==> config.mk <==
export PLATFORM = sky130hd
export DESIGN_NAME = gcd_requester
export DESIGN_NICKNAME = d
export VERILOG_FILES = /design/src/rtl/gcd_requester.sv
export SDC_FILE = /design/constraint.sdc
export NUM_CORES = 1
export LEC_CHECK = 0
export ABC_AREA = 1
export ABC_CLOCK_PERIOD_IN_PS = 1900
export BUFFER_PORTS_ARGS = -buffer_cell sky130_fd_sc_hd__buf_2
export CAP_MARGIN = 10
export CORE_MARGIN = 4
export CORE_UTILIZATION = 49
export DETAILED_ROUTE_END_ITERATION = 8
export PLACE_DENSITY = 0.88
export SETUP_SLACK_MARGIN = 0.3
export SYNTH_ARGS = -nofsm -noshare
export SYNTH_HDL_FRONTEND = slang
export SYNTH_SLANG_ARGS = --single-unit
==> constraint.sdc <==
create_clock -name clock -period 1.9 [get_ports clock]
set_input_delay 0.285 -clock clock [delete_from_list [all_inputs] [get_ports clock]]
set_output_delay 0.285 -clock clock [all_outputs]
set_load 0.02 [all_outputs]
==> src/rtl/gcd_requester.sv <==
// Initiator-side controller for a load/valid GCD core: captures a request, pulses a load,
// waits a bounded number of cycles for the result and returns it on a valid/ready response port.
module gcd_requester #(
    parameter int WIDTH          = 16,
    parameter int TIMEOUT_CYCLES = 64
) (
    input  logic             clock,
    input  logic             reset,
    input  logic             io_req_valid,
    output logic             io_req_ready,
    input  logic [WIDTH-1:0] io_req_value1,
    input  logic [WIDTH-1:0] io_req_value2,
    output logic [WIDTH-1:0] io_gcd_value1,
    output logic [WIDTH-1:0] io_gcd_value2,
    output logic             io_gcd_loadingValues,
    input  logic [WIDTH-1:0] io_gcd_outputGCD,
    input  logic             io_gcd_outputValid,
    output logic             io_resp_valid,
    input  logic             io_resp_ready,
    output logic [WIDTH-1:0] io_resp_gcd,
    output logic             io_resp_timeout,
    output logic [7:0]       io_resp_cycles,
    output logic             io_busy
);

    // state | meaning
    // IDLE  | ready for a request, operand registers hold last values
    // LOAD  | one-cycle load pulse into the core
    // WAIT  | counting cycles until outputValid or timeout
    // RESP  | response held until consumer accepts
    typedef enum logic [1:0] {IDLE, LOAD, WAIT, RESP} state_t;

    localparam logic [7:0] CNT_LAST = 8'(TIMEOUT_CYCLES - 1);

    state_t           state_q, state_d;
    logic [WIDTH-1:0] v1_q, v1_d;
    logic [WIDTH-1:0] v2_q, v2_d;
    logic [WIDTH-1:0] gcd_q, gcd_d;
    logic [7:0]       cnt_q, cnt_d;
    logic [7:0]       cyc_q, cyc_d;
    logic             to_q, to_d;

    always_ff @(posedge clock) begin
        if (reset) begin
            state_q <= IDLE;
            v1_q    <= '0;
            v2_q    <= '0;
            gcd_q   <= '0;
            cnt_q   <= '0;
            cyc_q   <= '0;
            to_q    <= 1'b0;
        end else begin
            state_q <= state_d;
            v1_q    <= v1_d;
            v2_q    <= v2_d;
            gcd_q   <= gcd_d;
            cnt_q   <= cnt_d;
            cyc_q   <= cyc_d;
            to_q    <= to_d;
        end
    end

    always_comb begin
        state_d = state_q;
        v1_d    = v1_q;
        v2_d    = v2_q;
        gcd_d   = gcd_q;
        cnt_d   = cnt_q;
        cyc_d   = cyc_q;
        to_d    = to_q;
        unique case (state_q)
            IDLE: begin
                if (io_req_valid) begin
                    v1_d = io_req_value1;
                    v2_d = io_req_value2;
                    // GCD(0,b) never terminates in the core, so answer directly
                    if (io_req_value1 == '0) begin
                        gcd_d   = io_req_value2;
                        cyc_d   = '0;
                        to_d    = 1'b0;
                        state_d = RESP;
                    end else begin
                        state_d = LOAD;
                    end
                end
            end
            LOAD: begin
                cnt_d   = '0;
                state_d = WAIT;
            end
            WAIT: begin
                if (io_gcd_outputValid) begin
                    gcd_d   = io_gcd_outputGCD;
                    cyc_d   = cnt_q;
                    to_d    = 1'b0;
                    state_d = RESP;
                end else if (cnt_q == CNT_LAST) begin
                    gcd_d   = '0;
                    cyc_d   = CNT_LAST;
                    to_d    = 1'b1;
                    state_d = RESP;
                end else begin
                    cnt_d = cnt_q + 8'd1;
                end
            end
            RESP: begin
                if (io_resp_ready) state_d = IDLE;
            end
            default: state_d = IDLE;
        endcase
    end

    always_comb begin
        io_req_ready         = (state_q == IDLE);
        io_busy              = (state_q != IDLE);
        io_gcd_loadingValues = (state_q == LOAD);
        io_resp_valid        = (state_q == RESP);
        io_gcd_value1        = v1_q;
        io_gcd_value2        = v2_q;
        io_resp_gcd          = gcd_q;
        io_resp_timeout      = to_q;
        io_resp_cycles       = cyc_q;
    end

endmodule

# Word level (Yosys, flattened, before mapping)
# Cells that the tools add are included.
dict set report word_totals {
  wordCells 51
  inputBits 53
  regBits 67
}
dict set report op_classes {
  eq_ne 10
  addsub 1
  reduce_logical 9
  muxes 24
}
# operator n
set ops {}
lappend ops {{16-bit two-way mux} 4}
lappend ops {{8-bit two-way mux} 6}
lappend ops {{16-bit case mux with 2 select lines} 1}
lappend ops {{8-bit case mux with 2 select lines} 2}
lappend ops {{16-bit zero test} 1}
lappend ops {{2-bit two-way mux} 5}
lappend ops {{8-bit by 1-bit adder with 8-bit output (second input constant)} 1}
lappend ops {{8-bit by 6-bit equality test with 1-bit output (second input constant)} 1}
lappend ops {{2-bit case mux with 4 select lines} 1}
lappend ops {{2-bit inequality test (second input constant)} 3}
lappend ops {{3-bit AND reduction} 2}
lappend ops {{2-bit nonzero test} 3}
lappend ops {{2-bit equality test (second input constant)} 2}
lappend ops {{1-bit two-way mux} 4}
lappend ops {{2-bit by 1-bit inequality test with 1-bit output (second input constant)} 2}
lappend ops {{4-bit AND reduction} 1}
lappend ops {{3-bit inequality test (second input constant)} 1}
lappend ops {{2-bit by 1-bit equality test with 1-bit output (second input constant)} 1}
lappend ops {{2-bit zero test} 1}
lappend ops {{1-bit case mux with 2 select lines} 1}
lappend ops {{2-bit AND reduction} 1}

# Logic depth before layout (Yosys ltp)
dict set report logic_depth {
  depth_word 4
  depth_mapped 12
}

# Worst setup path before layout
# No wires, ideal clock.
dict set report synth_path {
  kind {flip-flop to flip-flop}
  start {register state_q[0]}
  end {register gcd_q[10], in the netlist io_resp_gcd[10]}
  t_arrival_ns 1.568
  stages_incl_launch_ff 10
  setup_slack_ns 0.217
  setup_ns 0.115
  path_buffers 1
  path_cell_list {dfxtp_1 inv_1 ha_1 inv_1 nor2_1 a21oi_4 buf_4 nand3b_1 nand2_1 nor2_1}
}
dict set report synth_via {
  elab_chain_cells 3
  word_cells_on_any_way 8
}
# item line_no
set synth_lines {}
lappend synth_lines {{from (decl)} 35} ;# state_t state_q, state_d;
lappend synth_lines {{from (signal assigned)} 53} ;# state_q <= state_d;
lappend synth_lines {{2-bit zero test *} --}
lappend synth_lines {{via io_req_ready} 10} ;# output logic io_req_ready,
lappend synth_lines {{2-bit by 1-bit inequality test with 1-bit output (no source line) (tied with other cells)} --}
lappend synth_lines {{4-bit AND reduction (no source line)} --}
lappend synth_lines {{to (signal assigned)} 56} ;# gcd_q <= gcd_d;
lappend synth_lines {{to (decl)} 38} ;# logic [WIDTH-1:0] gcd_q, gcd_d;
# Mark *: on every way through the listed nets, which the timed path passes. The rest lies on a longest branch.
# A chain may end at the register's enable or synchronous reset.

# Final worst setup path
dict set report layout_path {
  start {register cnt_q[0]}
  end {register cyc_q[7], in the netlist io_resp_cycles[7]}
}
dict set report layout_via {
  elab_chain_cells 3
}
# item line_no
set layout_lines {}
lappend layout_lines {{from (decl)} 39} ;# logic [7:0] cnt_q, cnt_d;
lappend layout_lines {{from (signal assigned)} 57} ;# cnt_q <= cnt_d;
lappend layout_lines {{8-bit by 6-bit equality test with 1-bit output} 97} ;# end else if (cnt_q == CNT_LAST) begin
lappend layout_lines {{3-bit inequality test (no source line)} --}
lappend layout_lines {{4-bit AND reduction (no source line)} --}
lappend layout_lines {{to (signal assigned)} 58} ;# cyc_q <= cyc_d;
lappend layout_lines {{to (decl)} 40} ;# logic [7:0] cyc_q, cyc_d;
# Every way passes these cells.

==> impl_results.md <==
* Simple-gate share of the synthesized area at 26.6%
* First-pass GRT wire length at 14300 um
* Root Buffer: clkbuf_8
* Hold Buf Count CTS at 0
* Wire per inst at 15.0 um
* CTS Buffer Depth at 2
* Tightest Pin Transition at 389 ps
* Layout cells sized above 1 at 32.7%
* Largest family of logic cells by synthesized area: simple AND/OR/NAND/NOR gates
* #FFs+latches synth at 67
* Synth top area share at 43.6%
* Synthesized area at 0.00308 sq mm
* Detailed Route WL at 9620 um
* EDFF count, synth at 0
* Total negative setup slack at 0 ps
* Number of max-cap violations at 0
* Final Hold Slack at 157 ps
* Syn Nets at 495
* Die area at 0.00761 sq mm
* Vias in the first global route at 3211
* Fin. Hold Viols at 0
* Sequential share of the synthesized area at 43.6%
* Area grow syn2layout at 40.2%
* Total congestion overflow at 0
* Starting Density at 51.4%
* H-tree depth at 3
* Via density at 5.30
* Syn avg cell area at 7.06 sq um
* Mux contribution to synthesized area at 0%
* Post-Synth XOR/XNOR Area at 0%
* Via count at 3406
* Startpoint Class: flop
* Synthesized instance count at 436
* RSZ-0062 raised after global routing: yes
* Rel. slew slack at 74.0%
* Kind of critical path: flop to flop
* Layout Nets at 622
* DRT Pass-1 Iters at 5
* Final setup fails at 0
* Pwr Density at 1460 mW/mm^2
* Compound-cell area share of the yosys netlist at 18.3%
* Leading area contributor after synthesis: dfxtp_1
* Clock transition at path regs at 80 ps
* Detailed placement HPWL at 5940 um
* TritonCTS Sinks at 67
* Min-Delay Path Class: input pin to flop
* Worst endpoint required time at 2150 ps
* Initial antenna violation count at 0
* CTS Buf Count at 9
* Fmax at 599 MHz
* Total GRT Usage at 23.5%
* Largest net degree at the start of global routing at 50
* Core Area at 0.00599 sq mm
* Worst VDD drop at 1.03 mV
* # port buffers at 113
* Post-synth ARST share at 0%
* Place WS at 135 ps
* Synth cell count leaders: nor2_1 (80), nand2_1 (74), dfxtp_1 (67)
* CTS tree: done
* Die Y at 87.3 um
* Drt drc at 0
* Site Rows at 28
* Yosys warns at 0
* Clk Latency, worst-skew pair at 350 ps
* Max Transition Viols Final at 0
* Worst Skew at 11.7 ps
* Period utilisation layout at 87.8%
* Die width at 87.3 um
* CP arrival at 1910 ps
* Routability cong. at 0.880
* Pleak at 2.08 nW
* Post-synthesis adder-cell area fraction at 2.44%
* Final worst slack at 232 ps
* Setup crit end kind: flop
* Run status: finished clean
* Routed Antenna Nets at 0
* Cell variety after synth at 22
* Synth area leaders: dfxtp_1 (44%), nor2_1 (9.8%), o21ai_0 (9.8%), nand2_1 (9.0%), a21oi_1 (8.0%)
* Ant. Diodes at 0
* IO Pins at 114
* CP Max Fanout at 6
* Period minus WS final at 1670 ps
* Starting DRT DRC Count at 296
* Most numerous cell in the Yosys netlist: nor2_1
* Leading register cell type out of synthesis: dfxtp_1
-- per-layer routing --
metal | routed length (um) | GRT usage [%]
met1 | 3700 | 27.9
met5 | 0 | 0
met2 | 4620 | 38.6
met4 | 233 | 9.90
met3 | 1060 | 7.95
-- repair_timing --
item / in CTS / in global routing
pin swaps: 3 / 4
cloned: 2 / 4
endpoints found under the setup margin: 31 / 34
hold endpoints to repair: 0 / 0
setup buffers: 10 / 4
gates resized for setup: 18 / 18
-- flip-flops by register name, indices dropped and copies added (netlist names) --
| register | cells |
|---|---|
| io_resp_cycles | 8 |
| io_resp_gcd | 16 |
| state_q | 2 |
| io_resp_timeout | 1 |
| io_gcd_value1 | 16 |
| io_gcd_value2 | 16 |
| cnt_q | 8 |
-- power breakdown --
| part | switching [W] | internal (W) | leakage, nW | total, W |
|---|---|---|---|---|
| Combinational | 0.00179 | 0.00123 | 1.41 | 0.00303 |
| Clock | 0.000569 | 0.000815 | 0.116 | 0.00138 |
| Sequential | 0.000160 | 0.00171 | 0.550 | 0.00187 |
-- cell usage in the layout, fill, tap and decap left out, types with 4 or more instances in the layout --
| cell | instances |
|---|---|
| nand3_1 | 12 |
| a21oi_1 | 49 |
| buf_12 | 4 |
| nand2_1 | 71 |
| buf_6 | 4 |
| o21ai_0 | 60 |
| dfxtp_1 | 63 |
| inv_1 | 30 |
| buf_4 | 14 |
| nor2_1 | 75 |
| inv_2 | 6 |
| buf_2 | 113 |
| nand3b_1 | 17 |
| clkbuf_8 | 11 |
-- logic make-up after synthesis --
kind of cell | after synthesis
compound gates | 110
fa+ha+maj | 6
simple gates | 190
flops | 67
buf+inv | 63
-- worst max-delay path, stage by stage (launching register included) --
cell,delay [ps]
dfxtp_4,370
ha_4,140
nand2_4,60
nor2_4,120
nand3_4,100
a21oi_4,240
buf_6,160
clkbuf_16,140
nand3_1,100
nand2_1,90
nor2_1,40
-- stage by stage --
| stage | area (sq um) | power [W] | util, % | instances |
|---|---|---|---|---|
| finish | 4320 | 0.00628 | 72.1 | 643 |
| global route | 4320 | 0.00666 | 72.1 | 643 |
| CTS | 4140 | 0.00591 | 69.0 | 635 |
| detailed placement | 3710 | 0.00421 | 62.0 | 607 |
| global placement | 3710 | 0.00414 | 62.0 | 607 |
| floorplan | 3080 | 0.00354 | - | 436 |
-- area by class of cell --
class,instances,area [sq um]
tap,75,93.8
sequential,67,1350
inverter,37,141
clock buffer,11,151
fill,460,1670
clock inverter,5,85.1
multi-input combinational,306,1540
timing repair buffer,142,956
-- path summary, 6_finish.rpt --
| path | slack, ps | endpoint | cells after the start | from |
|---|---|---|---|---|
| worst max-delay path | 230 | io_resp_cycles[7] | 10 | cnt_q[0] |
| worst min-delay path | 160 | cnt_q[1] | 2 | reset |
| worst max register to register | 230 | io_resp_cycles[7] | 10 | cnt_q[0] |
| worst min register to register | 470 | io_resp_gcd[0] | 2 | io_resp_gcd[0] |
Power figures use the tool's default switching activity.
